<file path="config.mk">
export PLATFORM = sky130hd
export DESIGN_NAME = rd_fifo_multi_req_ctrl
export DESIGN_NICKNAME = d
export VERILOG_FILES = /design/src/rtl/rd_ctrl_pkg.sv /design/src/rtl/rd_fifo_multi_req_ctrl_rr_arbiter.sv /design/src/rtl/rd_fifo_multi_req_ctrl.sv
export SDC_FILE = /design/constraint.sdc
export NUM_CORES = 1
export LEC_CHECK = 0
export CAP_MARGIN = 15
export CORE_ASPECT_RATIO = 0.7
export CORE_UTILIZATION = 35
export CTS_BUF_LIST = sky130_fd_sc_hd__clkbuf_8
export CTS_CLUSTER_SIZE = 30
export DETAILED_ROUTE_END_ITERATION = 8
export GPL_ROUTABILITY_DRIVEN = 1
export HOLD_SLACK_MARGIN = 0.06
export PLACE_DENSITY_LB_ADDON = 0.08
export SLEW_MARGIN = 20
export SYNTH_ARGS = -nofsm -noshare
export SYNTH_HDL_FRONTEND = slang
export SYNTH_SLANG_ARGS = --single-unit
</file>
<file path="constraint.sdc">
create_clock -name i_clk -period 1.5 [get_ports i_clk]
set_input_delay 0.3 -clock i_clk [delete_from_list [all_inputs] [get_ports i_clk]]
set_output_delay 0.3 -clock i_clk [all_outputs]
set_load 0.005 [all_outputs]
</file>
<file path="src/rtl/rd_ctrl_pkg.sv">
// Shared definitions for the multi-channel read FIFO request controller:
// FSM state encoding, frame-sync mode names and a constant clog2 helper.
package rd_ctrl_pkg;

    typedef enum logic [1:0] {
        ST_IDLE      = 2'd0,
        ST_REQ       = 2'd1,
        ST_WAIT_DONE = 2'd2,
        ST_FSH       = 2'd3
    } state_t;

    localparam string FS_ON  = "ON";
    localparam string FS_OFF = "OFF";

    // Ceiling log2, usable in parameter expressions.
    function automatic int clog2(input int value);
        int r;
        r = 0;
        while ((1 << r) < value) r++;
        return r;
    endfunction

endpackage

</file>
<file path="src/rtl/rd_fifo_multi_req_ctrl_rr_arbiter.sv">
// Combinational round-robin arbiter: grants the first requesting channel
// at or after i_ptr, wrapping past the last channel.
module rr_arbiter #(
    parameter int CH_NUM = 2,
    parameter int CHW    = 1
) (
    input  logic [CH_NUM-1:0] i_req,
    input  logic [CHW-1:0]    i_ptr,
    output logic [CH_NUM-1:0] o_gnt_oh,
    output logic [CHW-1:0]    o_gnt_bin,
    output logic              o_any
);

    // Search by distance from the pointer; the double loop keeps every
    // request index a constant so no variable bit-select is needed.
    always_comb begin
        logic found;
        found     = 1'b0;
        o_gnt_oh  = '0;
        o_gnt_bin = '0;
        for (int k = 0; k < CH_NUM; k++) begin
            for (int j = 0; j < CH_NUM; j++) begin
                if (!found && i_req[j] &&
                    ((int'(i_ptr) + k == j) || (int'(i_ptr) + k == j + CH_NUM))) begin
                    found       = 1'b1;
                    o_gnt_oh[j] = 1'b1;
                    o_gnt_bin   = CHW'(j);
                end
            end
        end
        o_any = found;
    end

endmodule

</file>
<file path="src/rtl/rd_fifo_multi_req_ctrl.sv">
// Multi-channel read-request controller: watches per-channel FIFO fill
// levels, decides when a full or frame-tail burst is due and issues the
// requests round-robin on a single read-master port.
module rd_fifo_multi_req_ctrl
    import rd_ctrl_pkg::*;
#(
    parameter int    CH_NUM     = 2,
    parameter int    CNT_W      = 9,
    parameter int    FULL_LEN   = 256,
    parameter int    THRESHOLD  = 200,
    parameter int    LSIZE      = 9,
    parameter string FRAME_SYNC = "OFF",
    // Derived from CH_NUM; not meant to be overridden.
    parameter int    CHW        = (CH_NUM > 1) ? clog2(CH_NUM) : 1
) (
    input  logic                      i_clk,
    input  logic                      i_rst,
    input  logic [CH_NUM-1:0]         i_enable,
    input  logic [CH_NUM*CNT_W-1:0]   i_count,
    input  logic [CH_NUM-1:0]         i_tail_status,
    input  logic [CH_NUM*LSIZE-1:0]   i_tail_len,
    input  logic [CH_NUM-1:0]         i_frame_sync,
    output logic                      o_req_valid,
    output logic                      o_req_tail,
    output logic [CHW-1:0]            o_req_ch,
    output logic [LSIZE-1:0]          o_req_len,
    input  logic                      i_resp,
    input  logic                      i_done,
    output logic                      o_busy
);

    // Compare wide enough for both the count and FULL_LEN itself.
    localparam int CMP_W = (CNT_W > clog2(FULL_LEN) + 1) ? CNT_W : clog2(FULL_LEN) + 1;
    localparam logic [CMP_W-1:0] TRIG_LIMIT = CMP_W'(FULL_LEN - THRESHOLD);
    localparam logic [LSIZE-1:0] NORM_LEN   = LSIZE'(THRESHOLD);
    localparam bit FS_EN = (FRAME_SYNC == FS_ON);

    if (THRESHOLD <= 0 || THRESHOLD > FULL_LEN || THRESHOLD >= (1 << LSIZE)) begin : g_bad_threshold
        $error("rd_fifo_multi_req_ctrl: THRESHOLD out of range");
    end
    if (CH_NUM < 1 || CH_NUM > 8) begin : g_bad_ch_num
        $error("rd_fifo_multi_req_ctrl: CH_NUM must be 1..8");
    end
    if (FRAME_SYNC != FS_ON && FRAME_SYNC != FS_OFF) begin : g_bad_fs_mode
        $error("rd_fifo_multi_req_ctrl: FRAME_SYNC must be ON or OFF");
    end

    state_t              r_state;
    logic                r_req_valid;
    logic                r_tail;
    logic [CHW-1:0]      r_ch;
    logic [LSIZE-1:0]    r_len;
    logic                r_busy;
    logic [CHW-1:0]      r_rr_ptr;
    logic [CH_NUM-1:0]   r_trig;

    logic [CH_NUM-1:0]   w_trig_next;
    logic [CH_NUM-1:0]   w_elig;
    logic [CH_NUM-1:0]   w_blocked;
    logic [CH_NUM-1:0]   w_gnt_oh;
    logic [CHW-1:0]      w_gnt_bin;
    logic                w_any;
    logic                w_gnt_tail;
    logic [LSIZE-1:0]    w_gnt_tail_len;
    logic [CHW-1:0]      w_ptr_next;

    genvar gi;

    // Per-channel trigger condition and eligibility; a tail with zero
    // length is never requested.
    for (gi = 0; gi < CH_NUM; gi++) begin : g_ch
        logic [CMP_W-1:0] w_cnt_ext;
        assign w_cnt_ext       = CMP_W'(i_count[gi*CNT_W +: CNT_W]);
        assign w_trig_next[gi] = i_enable[gi] && (w_cnt_ext < TRIG_LIMIT);
        assign w_elig[gi]      = r_trig[gi]
                               && !(i_tail_status[gi] && (i_tail_len[gi*LSIZE +: LSIZE] == '0))
                               && !w_blocked[gi];
    end

    // Register the fill-level trigger one cycle ahead of arbitration.
    always_ff @(posedge i_clk or posedge i_rst) begin
        if (i_rst) r_trig <= '0;
        else       r_trig <= w_trig_next;
    end

    if (FS_EN) begin : g_fs_on
        logic [CH_NUM-1:0] r_blocked;
        logic [CH_NUM-1:0] w_blk_next;
        for (gi = 0; gi < CH_NUM; gi++) begin : g_blk
            // frame_sync wins over a block set in the same cycle.
            assign w_blk_next[gi] = i_frame_sync[gi] ? 1'b0 :
                ((r_state == ST_FSH && r_tail && r_ch == CHW'(gi)) ? 1'b1 : r_blocked[gi]);
        end
        // Hold a channel off after its tail burst until its next frame start.
        always_ff @(posedge i_clk or posedge i_rst) begin
            if (i_rst) r_blocked <= '0;
            else       r_blocked <= w_blk_next;
        end
        assign w_blocked = r_blocked;
    end else begin : g_fs_off
        logic w_unused_fs;
        assign w_unused_fs = ^i_frame_sync;
        assign w_blocked   = '0;
    end

    rr_arbiter #(
        .CH_NUM (CH_NUM),
        .CHW    (CHW)
    ) u_arb (
        .i_req     (w_elig),
        .i_ptr     (r_rr_ptr),
        .o_gnt_oh  (w_gnt_oh),
        .o_gnt_bin (w_gnt_bin),
        .o_any     (w_any)
    );

    assign w_gnt_tail = |(w_gnt_oh & i_tail_status);
    assign w_ptr_next = (int'(w_gnt_bin) == CH_NUM - 1) ? '0 : w_gnt_bin + 1'b1;

    // Select the granted channel's tail length.
    always_comb begin
        w_gnt_tail_len = '0;
        for (int k = 0; k < CH_NUM; k++) begin
            if (w_gnt_oh[k]) w_gnt_tail_len = i_tail_len[k*LSIZE +: LSIZE];
        end
    end

    // Request FSM; grant data is latched in IDLE and held for the whole burst.
    always_ff @(posedge i_clk or posedge i_rst) begin
        if (i_rst) begin
            r_state     <= ST_IDLE;
            r_req_valid <= 1'b0;
            r_tail      <= 1'b0;
            r_ch        <= '0;
            r_len       <= '0;
            r_busy      <= 1'b0;
            r_rr_ptr    <= '0;
        end else begin
            case (r_state)
                ST_IDLE: begin
                    if (w_any) begin
                        r_state     <= ST_REQ;
                        r_req_valid <= 1'b1;
                        r_busy      <= 1'b1;
                        r_ch        <= w_gnt_bin;
                        r_tail      <= w_gnt_tail;
                        r_len       <= w_gnt_tail ? w_gnt_tail_len : NORM_LEN;
                        r_rr_ptr    <= w_ptr_next;
                    end
                end
                ST_REQ: begin
                    if (i_resp) begin
                        r_req_valid <= 1'b0;
                        r_state     <= i_done ? ST_FSH : ST_WAIT_DONE;
                    end
                end
                ST_WAIT_DONE: begin
                    if (i_done) r_state <= ST_FSH;
                end
                ST_FSH: begin
                    r_state <= ST_IDLE;
                    r_busy  <= 1'b0;
                end
                default: r_state <= ST_IDLE;
            endcase
        end
    end

    assign o_req_valid = r_req_valid;
    assign o_req_tail  = r_tail;
    assign o_req_ch    = r_ch;
    assign o_req_len   = r_len;
    assign o_busy      = r_busy;

endmodule

</file>
==> results.yml, run 1 <==
route:
  vias: 1072
  drc: 0
  firstDrtPassIters: 4
  routed_wl_mm: 3.17
  drtAntennaViolNets: 0
  avgViaCountPerCell: 5.23
  wl_per_cell_um: 15.5
  first_iter_violations: 41
pwr:
  leakage_nw: 0.841
  peakVddDrop_mv: 0.841
  p_per_area_nw_per_um2: 1180
layout:
  final_common_cell: "clkdlybuf4s50_1"
  syn_to_final_growth_pct: 87.9
  drive_gt1_share_pct: 48.5
  final_area_um2: 1890
  final_cell_mix: "clkdlybuf4s50_1 (34), buf_4 (22), dfrtp_1 (18)"
  utilization_pct: 72.8
  n_antenna_cell: 0
  final_nets: 223
clock_tree:
  clkSinkCount: 18
  path_clk_slew_ps: 70
  cts_buffer_depth: 2
  hold_buffers: 0
  worstSkewPairLatency_ps: 250
  clockRootBuffer: "clkbuf_8"
  numCtsBuffers: 3
  cts_tree: "yes"
  htreeDepth: 1
critical_path:
  critPathLaunchType: "input port"
  required_ps: 1640
  r2r_slack_ps: -140
  worstSetupEndpointType: "register"
  path_class: "in -> reg"
  r2r-end: "o_req_len[0]$_DFFE_PP0P_"
  critPathArrivalTime_ps: 2150
  crit_fanout: 8
  reg2regPathDepth: 6
  rr_startpoint: "r_trig[1]$_DFF_PP0_"
outcome:
  status: "finished with violations"
  violations: "setup timing"
place:
  place_area_um2: 1680
  gp_congestion: 0.843
  hpwl_mm: 2.26
  port_buffers: 50
floorplan:
  die_w_um: 66
  die_area_um2: 3090
  rows: 15
  io_pins: 59
  dieHeight_um: 46.8
  core_area_um2: 2590
  start_util_pct: 38.7
sta:
  finalWorstSetupSlack_ps: -514
  setup_viol: 16
  worst-slew-pin-transition_ps: 285
  slew_violations: 0
  period_minus_slack_ps: 2010
  final.period_utilization_pct: 134
  skew_ps: 3.06
  finalSetupTns_ps: -6610
  fmax_mhz: 496
  slew_headroom_pct: 80.9
  grt_setup_unrepaired: "yes"
  hold_viol: 0
grt:
  grt_max_degree: 19
  grt_pass1_vias: 1071
  grt_pass1_wl_mm: 4.95
  grt_usage_pct: 22.0
  antenna_found_initial: 0
  overflow: 0
yosys:
  synth_area_leaders: "dfrtp_1 (45%), ha_1 (6.2%), a22o_2 (6.0%)"
  synth_top_cell_by_area: "dfrtp_1"
  ys_warn_count: 0
  synth_edf_count: 0
  synth_cell_types: 30
  synth_top_area_share_pct: 44.9
  synthArstFlopShare_pct: 100
  syn-instance-count: 91
  syn_avg_cell_area_um2: 11.0
  ys.flop_type: "dfrtp_1"
  synth_seq_cells: 18
  ys_seq_area_share_pct: 44.9
  synth_fp_nets: 142
  syn-cell-area_um2: 1000
job:
  max-cap-violations: 0
worst_hold_path:
  hp-class: "in -> reg"
  hold_path_depth: 3
  min-delay-start: "i_tail_len[16]"
  min_to: "o_req_len[7]$_DFFE_PP0P_"
## stage by stage
stage | setup WS [ps] | hold slack [ps] | total power [W] | cells
floorplan | -627 | 239 | 0.00113 | 91
global placement | -1020 | 482 | 0.00161 | 193
detailed placement | -1080 | 478 | 0.00163 | 193
CTS | -480 | 318 | 0.00210 | 203
global route | -542 | 330 | 0.00236 | 205
finish | -514 | 324 | 0.00223 | 205
## repair_timing
item                       4_1_cts  5_1_grt
pin swaps                       20       17
buffers inserted                 6        3
cloned                           1        0
resized for setup               71       21
setup endpoints to repair       16       16
## synth_stat cells, types with 2 or more instances
cell	count
a21oi_1	7
nand2_1	5
ha_1	5
o21ai_0	2
or4b_2	2
dfrtp_1	18
a22o_2	6
buf_6	2
nor2_1	6
o2bb2ai_1	2
a22o_1	6
a22oi_1	4
inv_1	6
a31oi_1	4
## critical path, cell delays in order
cell and delay [ps]:
buf_6 90, or4_4 530, o41a_1 470, o21a_4 170
a32o_2 250, buf_6 150, a22o_1 200
## registers in the layout, summed over array words and instances (netlist names)
signal       flops
o_busy           1
o_req_valid      1
r_trig           2
r_rr_ptr         1
o_req_ch         1
o_req_len        9
o_req_tail       1
r_state          2
## worst max path at each step
stage	startpoint	end	slack (ps)	depth (start not counted)
floorplan	i_tail_len[9]	o_req_len[0]$_DFFE_PP0P_	-630	7
finish	i_tail_len[9]	o_req_len[4]$_DFFE_PP0P_	-510	7
global placement	i_tail_len[9]	o_req_len[8]$_DFFE_PP0P_	-1020	7
CTS	i_tail_len[17]	o_req_len[0]$_DFFE_PP0P_	-480	7
detailed placement	i_tail_len[9]	o_req_len[4]$_DFFE_PP0P_	-1080	7
global route	i_tail_len[9]	o_req_len[4]$_DFFE_PP0P_	-540	7
## area by class of cell
class                   count  area (µm²)
fillers                   171         704
repair buffers             80         698
multi-input cells          63         617
flip-flops and latches     18         450
clock buffers               4        55.1
well taps                  34        42.5
inverters                   6        22.5
## power by group
| group | internal, W | switching [W] | leakage, nW |
|---|---|---|---|
| registers | 0.000632 | 0.000110 | 0.230 |
| clock network | 0.000233 | 0.000151 | 0.0288 |
| logic | 0.000598 | 0.000503 | 0.582 |
## metal layers
layer  part of all wire [%]  track usage [%]  up-vias
met5                      0                0        -
met4                    1.4             7.23        0
met3                    6.1             6.07        4
met2                     48             37.6       48
met1                     44             27.8      509
li1                       -                -      511
## cells by family (layout without fill, tap and decap cells)
| logic type | after synthesis | after routing | synth area share (%) |
|---|---|---|---|
| AOI/OAI and AO/OA | 39 | 39 | 31.7 |
| adders and majority gates | 5 | 5 | 6.23 |
| buffers and inverters | 10 | 90 | 5.74 |
| DFF | 18 | 18 | 44.9 |
| and+or+nand+nor | 19 | 19 | 11.5 |
Note: power is estimated with default switching activity, not from simulation.
==> run 2, diff against run 1 <==
CAP_MARGIN = default   (was 15)
==> results of run 2 <==
No change in the layout: final DEF, timing and power equal those of run 1.
